**config.mk**
```make
export PLATFORM = sky130hd
export DESIGN_NAME = cpu_step_ctrl
export DESIGN_NICKNAME = d
export VERILOG_FILES = /design/src/rtl/cpu_step_pkg.sv /design/src/rtl/button_debounce.sv /design/src/rtl/cpu_step_ctrl.sv
export SDC_FILE = /design/constraint.sdc
export NUM_CORES = 1
export LEC_CHECK = 0
export ABC_CLOCK_PERIOD_IN_PS = 3300
export BUFFER_PORTS_ARGS = -buffer_cell sky130_fd_sc_hd__buf_2
export CAP_MARGIN = 20
export CORE_ASPECT_RATIO = 1.4
export CORE_MARGIN = 2
export CORE_UTILIZATION = 55
export DETAILED_ROUTE_END_ITERATION = 10
export PLACE_DENSITY = 0.74
export REMOVE_ABC_BUFFERS = 1
export SLEW_MARGIN = 25
export SYNTH_ARGS = -nofsm -noshare
export SYNTH_HDL_FRONTEND = slang
export SYNTH_SLANG_ARGS = --single-unit
```
**constraint.sdc**
```tcl
create_clock -name clk -period 3.3 [get_ports clk]
set_clock_uncertainty 0.15 [all_clocks]
set_input_delay 0.495 -clock clk [delete_from_list [all_inputs] [get_ports clk]]
set_output_delay 0.495 -clock clk [all_outputs]
set_load 0.02 [all_outputs]
```
**src/rtl/cpu_step_pkg.sv**
```systemverilog
// Shared state encoding, default parameters and sizing helper for the CPU step controller.
package cpu_step_pkg;

    localparam int CPU_CLOCK_DEF       = 27_000_000;
    localparam int DEBOUNCE_CYCLES_DEF = CPU_CLOCK_DEF / 100;
    localparam int CNT_W_DEF           = 16;

    typedef enum logic [1:0] {
        ST_HALT      = 2'd0,
        ST_RUN       = 2'd1,
        ST_STEP_WAIT = 2'd2
    } state_e;

    // Counter width able to hold 0..n-1, never narrower than one bit.
    function automatic int cnt_bits(input int n);
        return (n < 2) ? 1 : $clog2(n);
    endfunction

endpackage

```
**src/rtl/button_debounce.sv**
```systemverilog
// Raw push-button -> 2-FF synchronizer -> debounced level -> one-cycle press pulse on 0->1.
// press_o rises DEBOUNCE_CYCLES+2 edges after a clean press; releases produce nothing.
module button_debounce
    import cpu_step_pkg::*;
#(
    parameter int DEBOUNCE_CYCLES = DEBOUNCE_CYCLES_DEF
) (
    input  logic clk,
    input  logic rst_n,
    input  logic btn_i,
    output logic press_o
);

    localparam int              DW   = cnt_bits(DEBOUNCE_CYCLES);
    localparam logic [DW-1:0]   LAST = DW'(DEBOUNCE_CYCLES - 1);

    logic          sync1_q;
    logic          sync2_q;
    logic          stable_q;
    logic          stable_d;
    logic          press_q;
    logic          press_d;
    logic [DW-1:0] cnt_q;
    logic [DW-1:0] cnt_d;

    // Any cycle where synced agrees with stable restarts the qualification window.
    always_comb begin
        cnt_d    = '0;
        stable_d = stable_q;
        press_d  = 1'b0;
        if (sync2_q != stable_q) begin
            if (cnt_q == LAST) begin
                stable_d = sync2_q;
                press_d  = sync2_q;
            end else begin
                cnt_d = cnt_q + 1'b1;
            end
        end
    end

    always_ff @(posedge clk or negedge rst_n) begin
        if (!rst_n) begin
            sync1_q  <= 1'b0;
            sync2_q  <= 1'b0;
            stable_q <= 1'b0;
            press_q  <= 1'b0;
            cnt_q    <= '0;
        end else begin
            sync1_q  <= btn_i;
            sync2_q  <= sync1_q;
            stable_q <= stable_d;
            press_q  <= press_d;
            cnt_q    <= cnt_d;
        end
    end

    assign press_o = press_q;

endmodule

```
**src/rtl/cpu_step_ctrl.sv**
```systemverilog
// Turns divider tick rises into single-cycle CPU clock enables under run/halt/single-step control.
// cpu_en is registered one edge after the synchronized tick rise is seen; no backpressure.
module cpu_step_ctrl
    import cpu_step_pkg::*;
#(
    parameter int CPU_CLOCK       = CPU_CLOCK_DEF,
    parameter int DEBOUNCE_CYCLES = CPU_CLOCK / 100,
    parameter int CNT_W           = CNT_W_DEF
) (
    input  logic             clk,
    input  logic             rst_n,
    input  logic             tick,
    input  logic             btn_run,
    input  logic             btn_step,
    input  logic             halt_req,
    output logic             cpu_en,
    output logic             running,
    output logic [CNT_W-1:0] step_count
);

    // Reset asserts immediately but releases in step with clk.
    logic [1:0] rst_sync_q;
    logic       rst_core_n;

    always_ff @(posedge clk or negedge rst_n) begin
        if (!rst_n) begin
            rst_sync_q <= 2'b00;
        end else begin
            rst_sync_q <= {rst_sync_q[0], 1'b1};
        end
    end

    assign rst_core_n = rst_sync_q[1];

    logic run_press;
    logic step_press;

    button_debounce #(
        .DEBOUNCE_CYCLES (DEBOUNCE_CYCLES)
    ) u_run_btn (
        .clk     (clk),
        .rst_n   (rst_core_n),
        .btn_i   (btn_run),
        .press_o (run_press)
    );

    button_debounce #(
        .DEBOUNCE_CYCLES (DEBOUNCE_CYCLES)
    ) u_step_btn (
        .clk     (clk),
        .rst_n   (rst_core_n),
        .btn_i   (btn_step),
        .press_o (step_press)
    );

    logic tick_s1_q;
    logic tick_s2_q;
    logic tick_prev_q;
    logic tick_rise;

    assign tick_rise = tick_s2_q & ~tick_prev_q;

    state_e             state_q;
    state_e             state_d;
    logic               cpu_en_q;
    logic               cpu_en_d;
    logic               running_q;
    logic [CNT_W-1:0]   step_cnt_q;
    logic [CNT_W-1:0]   step_cnt_d;

    // Halt and run-toggle outrank a coincident tick rise.
    always_comb begin
        state_d  = state_q;
        cpu_en_d = 1'b0;
        unique case (state_q)
            ST_HALT: begin
                if (run_press) begin
                    state_d = ST_RUN;
                end else if (step_press) begin
                    state_d = ST_STEP_WAIT;
                end
            end
            ST_RUN: begin
                if (halt_req || run_press) begin
                    state_d = ST_HALT;
                end else begin
                    cpu_en_d = tick_rise;
                end
            end
            ST_STEP_WAIT: begin
                if (halt_req) begin
                    state_d = ST_HALT;
                end else if (run_press) begin
                    state_d = ST_RUN;
                end else if (tick_rise) begin
                    cpu_en_d = 1'b1;
                    state_d  = ST_HALT;
                end
            end
            default: begin
                state_d = ST_HALT;
            end
        endcase
    end

    always_comb begin
        step_cnt_d = step_cnt_q;
        if (cpu_en_q) begin
            step_cnt_d = step_cnt_q + 1'b1;
        end
    end

    always_ff @(posedge clk or negedge rst_core_n) begin
        if (!rst_core_n) begin
            tick_s1_q   <= 1'b0;
            tick_s2_q   <= 1'b0;
            tick_prev_q <= 1'b0;
            state_q     <= ST_HALT;
            cpu_en_q    <= 1'b0;
            running_q   <= 1'b0;
            step_cnt_q  <= '0;
        end else begin
            tick_s1_q   <= tick;
            tick_s2_q   <= tick_s1_q;
            tick_prev_q <= tick_s2_q;
            state_q     <= state_d;
            cpu_en_q    <= cpu_en_d;
            running_q   <= (state_d == ST_RUN);
            step_cnt_q  <= step_cnt_d;
        end
    end

    assign cpu_en     = cpu_en_q;
    assign running    = running_q;
    assign step_count = step_cnt_q;

endmodule
```
==> results.toml, run 1 <==
[die]
rows = 33
die_x_um = 68.9
initial_core_util_pct = 56.0
dieHeight_um = 94.8
core_area_sq_um = 5780
io_pins = 24
die_area_sq_um = 6530

[pwr]
pwr-share-clk_pct = 41.2
netSwitchingFraction_pct = 23.7
irDropWorstVdd_mv = 0.310
p_seq_share_pct = 55.0
p_leak_nw = 1.58
total_power_mw = 1.65
p_int_mw = 1.26
power_switching_mw = 0.392
powerDensity_nw_per_um2 = 450
p_comb_share_pct = 3.8

[sta]
finalSetupViolations = 0
slew_violations = 0
tns_ns = 0
fin_crit_sh_pct = 63.6
worst_slew_margin_rel_pct = 50.4
final_hold_viol_count = 0
rsz0062_at_grt = "false"
fmax_mhz = 476
setup_ws_ns = 1.20
period_minus_slack_ns = 2.10
worst_slew_pin_slew_ns = 0.744
hold_slack_ns = 0.104

[global_routing]
grt_pass1_wl_um = 9580
overflow = 0
antenna_found_initial = 0
grt_usage_pct = 19.8
grt_max_degree = 45
grt_pass1_vias = 2265

[clock_tree]
clock-sinks = 71
path_clk_slew_ns = 0.07
cts_tree = "yes"
clk_latency_ns = 0.35
postCtsSetupRepairBufs = 0
numCtsBuffers = 9
cts_buffer_depth = 2
clock-root-buffer = "clkbuf_8"
postCtsHoldBufs = 1
htree_levels = 3
cts_resized = 0

[flow_run]
cap_violations = 0

[worst_setup_path]
startpoint = "u_step_btn.cnt_q[14]$_DFF_PN0_"
cp-start-kind = "register"
crit_required_ns = 3.35
path_class = "register to register"
reg2reg_from = "u_step_btn.cnt_q[14]$_DFF_PN0_"
cp-endpoint = "u_step_btn.cnt_q[15]$_DFF_PN0_"
r2r_cells = 4
cp-end-kind = "register"
rrSetupSlack_ns = 1.20
cp_max_fo = 19
rr_endpoint = "u_step_btn.cnt_q[15]$_DFF_PN0_"
crit_arrival_ns = 2.15

[logic_synthesis]
synth_top_family_by_area = "simple AND/OR/NAND/NOR gates"
ys_seq_elements = 71
synth_area_leader_cell = "dfrtp_1"
synth_compound_area_share_pct = 3.98
yosys_warnings = 0
ys_types = 36
synth_area_sq_um = 3240
synth_fa_ha_area_share_pct = 2.70
yosys.area.top_type_share_pct = 54.8
ys_top_cells_by_area = "dfrtp_1, xnor2_1, nor2_1, nand4_1, ha_1"
synth_xor_xnor_area_share_pct = 12.4
synthMuxAreaShare_pct = 1.35
yosysSeqAreaShare_pct = 54.8
syn_area_per_cell_sq_um = 10.8
synth_cells = 301
yosys.area_share.simple_pct = 22.6

[finish]
final_util_pct = 63.5
fillCellCount = 484
areaGrowthSynthToFinish_pct = 13.4
nets = 351
antenna_cells = 0
layout-drive-gt1-share_pct = 16.0

[placed_design]
pre_cts_slack_ns = 1.17
gp_congestion = 0.880
portBuffers = 23
dp_hpwl_um = 4010

[worst_hold_path]
min_path_type = "primary input to register"

[detailed_routing]
viasPerCell = 5.54
ant_nets = 0
dr_total_vias = 2287
drc = 0
drt-total-wl_um = 5620
drt_iter0_markers = 162
drt_first_pass_iters = 4
wl_per_cell_um = 13.6

[outcome]
status = "completed"
## through the flow
stage	instance area, sq um	cells
finish	3670	413
global route	3670	413
CTS	3670	413
detailed placement	3460	396
global placement	3460	396
floorplan	3230	299
## per-layer routing
metal,track usage (%),part of all wire (%)
met1,23.7,43
met2,31.2,52
met3,6.08,3.4
met4,10.8,2.3
met5,0,0
## power by group through the flow
stage | clock, mW | sequential, mW | combinational [mW]
after floorplan | 0 | 0.931 | 0.0327
after global placement | 0 | 0.927 | 0.0594
after detailed placement | 0 | 0.928 | 0.0626
after CTS | 0.697 | 0.910 | 0.0639
after global routing | 0.747 | 0.914 | 0.0712
final | 0.682 | 0.910 | 0.0622
## worst min path at each step
| stage | startpoint | endpoint | slack [ns] | depth (start not counted) |
|---|---|---|---|---|
| after floorplan | rst_n | rst_sync_q[0]$_DFF_PN0_ | 0.05 | 0 |
| after global placement | rst_n | rst_sync_q[0]$_DFF_PN0_ | 0.13 | 1 |
| after detailed placement | rst_n | rst_sync_q[0]$_DFF_PN0_ | 0.13 | 1 |
| after CTS | tick | tick_s1_q$_DFF_PN0_ | 0.09 | 1 |
| after global routing | btn_step | u_step_btn.sync1_q$_DFF_PN0_ | 0.08 | 1 |
| final | tick | tick_s1_q$_DFF_PN0_ | 0.10 | 1 |
## final cells by class
| class | instances | area (sq um) | area share, % |
|---|---|---|---|
| Clock buffer | 9 | 124 | 3.37 |
| Clock inverter | 7 | 72.6 | 1.98 |
| Inverter | 14 | 52.6 | 1.43 |
| Multi-Input combinational cell | 214 | 1400 | 38.1 |
| Sequential cell | 71 | 1780 | 48.5 |
| Tap cell | 70 | 87.6 | 2.39 |
| Timing Repair Buffer | 28 | 155 | 4.22 |
## cell families after synthesis
group                    Yosys count
AO/OA/AOI/OAI                     19
XOR/XNOR                          46
adder cells (fa/ha/maj)            7
buffers and inverters             16
flip-flops                        71
multiplexers                       4
other                              1
AND/OR/NAND/NOR                  137
## worst max-delay path, stage by stage (launching register included)
cell and delay [ns]:
dfrtp_1 0.44, nor4b_1 0.31, nand4_1 0.21, o31ai_4 0.72, nor2_1 0.12
## cell usage after synthesis
cell type / instances
nand2b_1: 2
and3_1: 3
mux2_2: 3
mux2i_1: 1
conb_1: 1
nand2_1: 15
or3_1: 7
nand4_1: 16
nor3_1: 10
a2bb2oi_1: 1
or3_2: 1
o31ai_4: 1
nor2_1: 42
o31ai_2: 1
and3b_1: 1
nor4_1: 9
or2_2: 2
nand4_2: 1
o21ai_0: 6
a21oi_1: 7
or4_4: 1
nand3_1: 14
nor2b_1: 3
o31ai_1: 1
inv_1: 14
o22ai_1: 1
buf_2: 2
and4_1: 3
a211oi_1: 1
nand4_4: 1
xnor2_1: 39
nor3b_1: 3
ha_1: 7
xor2_1: 7
dfrtp_1: 71
nor4b_1: 3
## flip-flops by register name (all words and copies together), names as in the netlist
register and cells:
u_run_btn.cnt_q 19, u_step_btn.cnt_q 19, step_count 16, rst_sync_q 2, state_q 2, cpu_en 1
running 1, tick_prev_q 1, tick_s1_q 1, tick_s2_q 1, u_run_btn.press_o 1, u_run_btn.stable_q 1
u_run_btn.sync1_q 1, u_run_btn.sync2_q 1, u_step_btn.press_o 1, u_step_btn.stable_q 1, u_step_btn.sync1_q 1, u_step_btn.sync2_q 1
## cell usage in the layout (no fill, tap or decap), drive strengths merged, types with 6 or more instances in the layout
cell,count
ha,7
inv,15
a21oi,7
or3,8
nand2,15
nand3,14
o21ai,6
buf,27
xor2,7
clkbuf,9
nor2,42
nand4,18
xnor2,39
dfrtp,71
nor3,10
nor4,9
No activity file was read; power rests on OpenSTA's default activity.
==> inputs of run 2 (changes only) <==
--- a/config.mk
+++ b/config.mk
@@ -5,7 +5,7 @@
 export SDC_FILE = /design/constraint.sdc
 export NUM_CORES = 1
 export LEC_CHECK = 0
-export ABC_CLOCK_PERIOD_IN_PS = 3300
+export ABC_CLOCK_PERIOD_IN_PS = 2200
 export BUFFER_PORTS_ARGS = -buffer_cell sky130_fd_sc_hd__buf_2
 export CAP_MARGIN = 20
 export CORE_ASPECT_RATIO = 1.4
==> constraint.sdc (replaced) <==
create_clock -name clk -period 2.2 [get_ports clk]
set_clock_uncertainty 0.15 [all_clocks]
set_input_delay 0.33 -clock clk [delete_from_list [all_inputs] [get_ports clk]]
set_output_delay 0.33 -clock clk [all_outputs]
set_load 0.02 [all_outputs]
==> run 2 against run 1 <==
Effect of this change: combinational power rose by 82%; global-route usage rose by 0.36 points; total power rose by 60%; highest routed layer unchanged; core utilization rose by 1.9 points; hold slack improved by 0.015 ns; count of clock-buffer cells in the layout rose by 2.
==> results.toml, run 2 (synthesized netlist as in run 1, its figures left out) <==
[die]
die_area_sq_um = 6530
dieHeight_um = 94.8
io_pins = 24
rows = 33
die_x_um = 68.9
core_area_sq_um = 5780
initial_core_util_pct = 56.0

[sta]
tns_ns = 0
slew_violations = 0
finalSetupViolations = 0
fin_crit_sh_pct = 88.0
setup_ws_ns = 0.263
fmax_mhz = 516
hold_slack_ns = 0.119
final_hold_viol_count = 0
rsz0062_at_grt = "false"
period_minus_slack_ns = 1.94

[clock_tree]
clk_latency_ns = 0.34
clock-root-buffer = "clkbuf_8"
path_clk_slew_ns = 0.08
cts_resized = 0
cts_tree = "yes"
htree_levels = 3
clock-sinks = 71
numCtsBuffers = 9
cts_buffer_depth = 2

[worst_hold_path]
min_path_type = "register to asynchronous set/reset pin"

[global_routing]
overflow = 0
grt_usage_pct = 20.1
grt_max_degree = 70
grt_pass1_vias = 2303
grt_pass1_wl_um = 9830
antenna_found_initial = 0

[pwr]
p_leak_nw = 1.64
powerDensity_nw_per_um2 = 698
irDropWorstVdd_mv = 0.405

[placed_design]
pre_cts_slack_ns = 0.265
gp_congestion = 0.850
post_dp_cell_area_sq_um = 3510
portBuffers = 23
dp_hpwl_um = 3970

[outcome]
status = "completed"

[finish]
mostFrequentLayoutCells = "dfrtp_1, nor2_1, xnor2_1, buf_2, nand4_1"
fin_area_sq_um = 3780
areaGrowthSynthToFinish_pct = 16.8
antenna_cells = 0
final_common_cell = "dfrtp_1"
layout-drive-gt1-share_pct = 17.1
nets = 359

[detailed_routing]
routed-wl-met3_um = 169
met2_length_um = 2950
viasPerCell = 5.50
drt_iter0_markers = 122
drt-total-wl_um = 5660
wirelength_met1_um = 2380
ant_nets = 0
dr_total_vias = 2315
topRoutingLayerUsed = "met4"
wl_per_cell_um = 13.4
drt_first_pass_iters = 5
drc = 0

[flow_run]
cap_violations = 0

[worst_setup_path]
crit_arrival_ns = 2.05
cp-start-kind = "register"
path_class = "register to register"
cp-end-kind = "register"
cp_max_fo = 4
crit_required_ns = 2.31
r2r_cells = 5
run 2: cell count changes in the layout (fill, tap and decap cells not counted):
cell,change
buf_12,+1
dfrtp_4,-1
bufinv_16,+1
inv_6,-1
dfrtp_2,+1
dlygate4sd3_1,+3
clkinv_4,-1
clkbuf_8,+2
buf_4,+4
clkinv_2,-1
run 2: final cells by class:
type | instances | area, sq um
Clock buffer | 11 | 151
Fill cell | 460 | 2000
Multi-Input combinational cell | 214 | 1400
Sequential cell | 71 | 1780
Tap cell | 70 | 87.6
Timing Repair Buffer | 36 | 235
Clock inverter | 5 | 80.1
Inverter | 14 | 52.6
run 2: report_power, final:
group,internal (mW),leakage [nW],switching (mW)
combinational,0.0443,0.571,0.0689
sequential,1.33,0.957,0.0218
clock,0.698,0.112,0.478
total,2.07,1.64,0.569
run 2: worst paths after layout:
kind	from	end	slack [ns]
min in group clk	halt_req	cpu_en$_DFF_PN0_	0.12
max in group asynchronous	rst_sync_q[1]$_DFF_PN0_	u_step_btn.cnt_q[1]$_DFF_PN0_	1.49
max	u_step_btn.cnt_q[0]$_DFF_PN0_	u_step_btn.cnt_q[18]$_DFF_PN0_	0.26
min reg2reg	rst_sync_q[1]$_DFF_PN0_	u_run_btn.cnt_q[4]$_DFF_PN0_	0.12
max reg2reg	u_step_btn.cnt_q[0]$_DFF_PN0_	u_step_btn.cnt_q[18]$_DFF_PN0_	0.26
min	rst_sync_q[1]$_DFF_PN0_	u_run_btn.cnt_q[4]$_DFF_PN0_	0.12
run 2: worst max-delay path, stage by stage, from the launching register on:
cell	delay (ns)
dfrtp_1	0.40
ha_1	0.24
nand4_2	0.13
or3_2	0.47
or3_1	0.32
a21oi_1	0.16
run 2: stage by stage:
step           std cells  utilization, %  power [mW]
3_5_place_dp         401            60.8        1.49
5_1_grt              421            65.5        2.74
2_1_floorplan        299               -        1.45
6_report             421            65.5        2.64
3_3_place_gp         401            60.8        1.48
4_1_cts              421            65.5        2.67
run 2: metal layers:
layer  global-route usage [%]  vias to the layer above
li1                         -                     1131
met1                     22.1                     1130
met2                     35.6                       37
met3                     4.89                       17
met4                     9.15                        0
met5                        0                        -
run 2: timing repair:
| action | 4_1_cts | 5_1_grt |
|---|---|---|
| hold buffers | 4 | 0 |
| hold endpoints to repair | 5 | 0 |
| setup buffers | 0 | 0 |
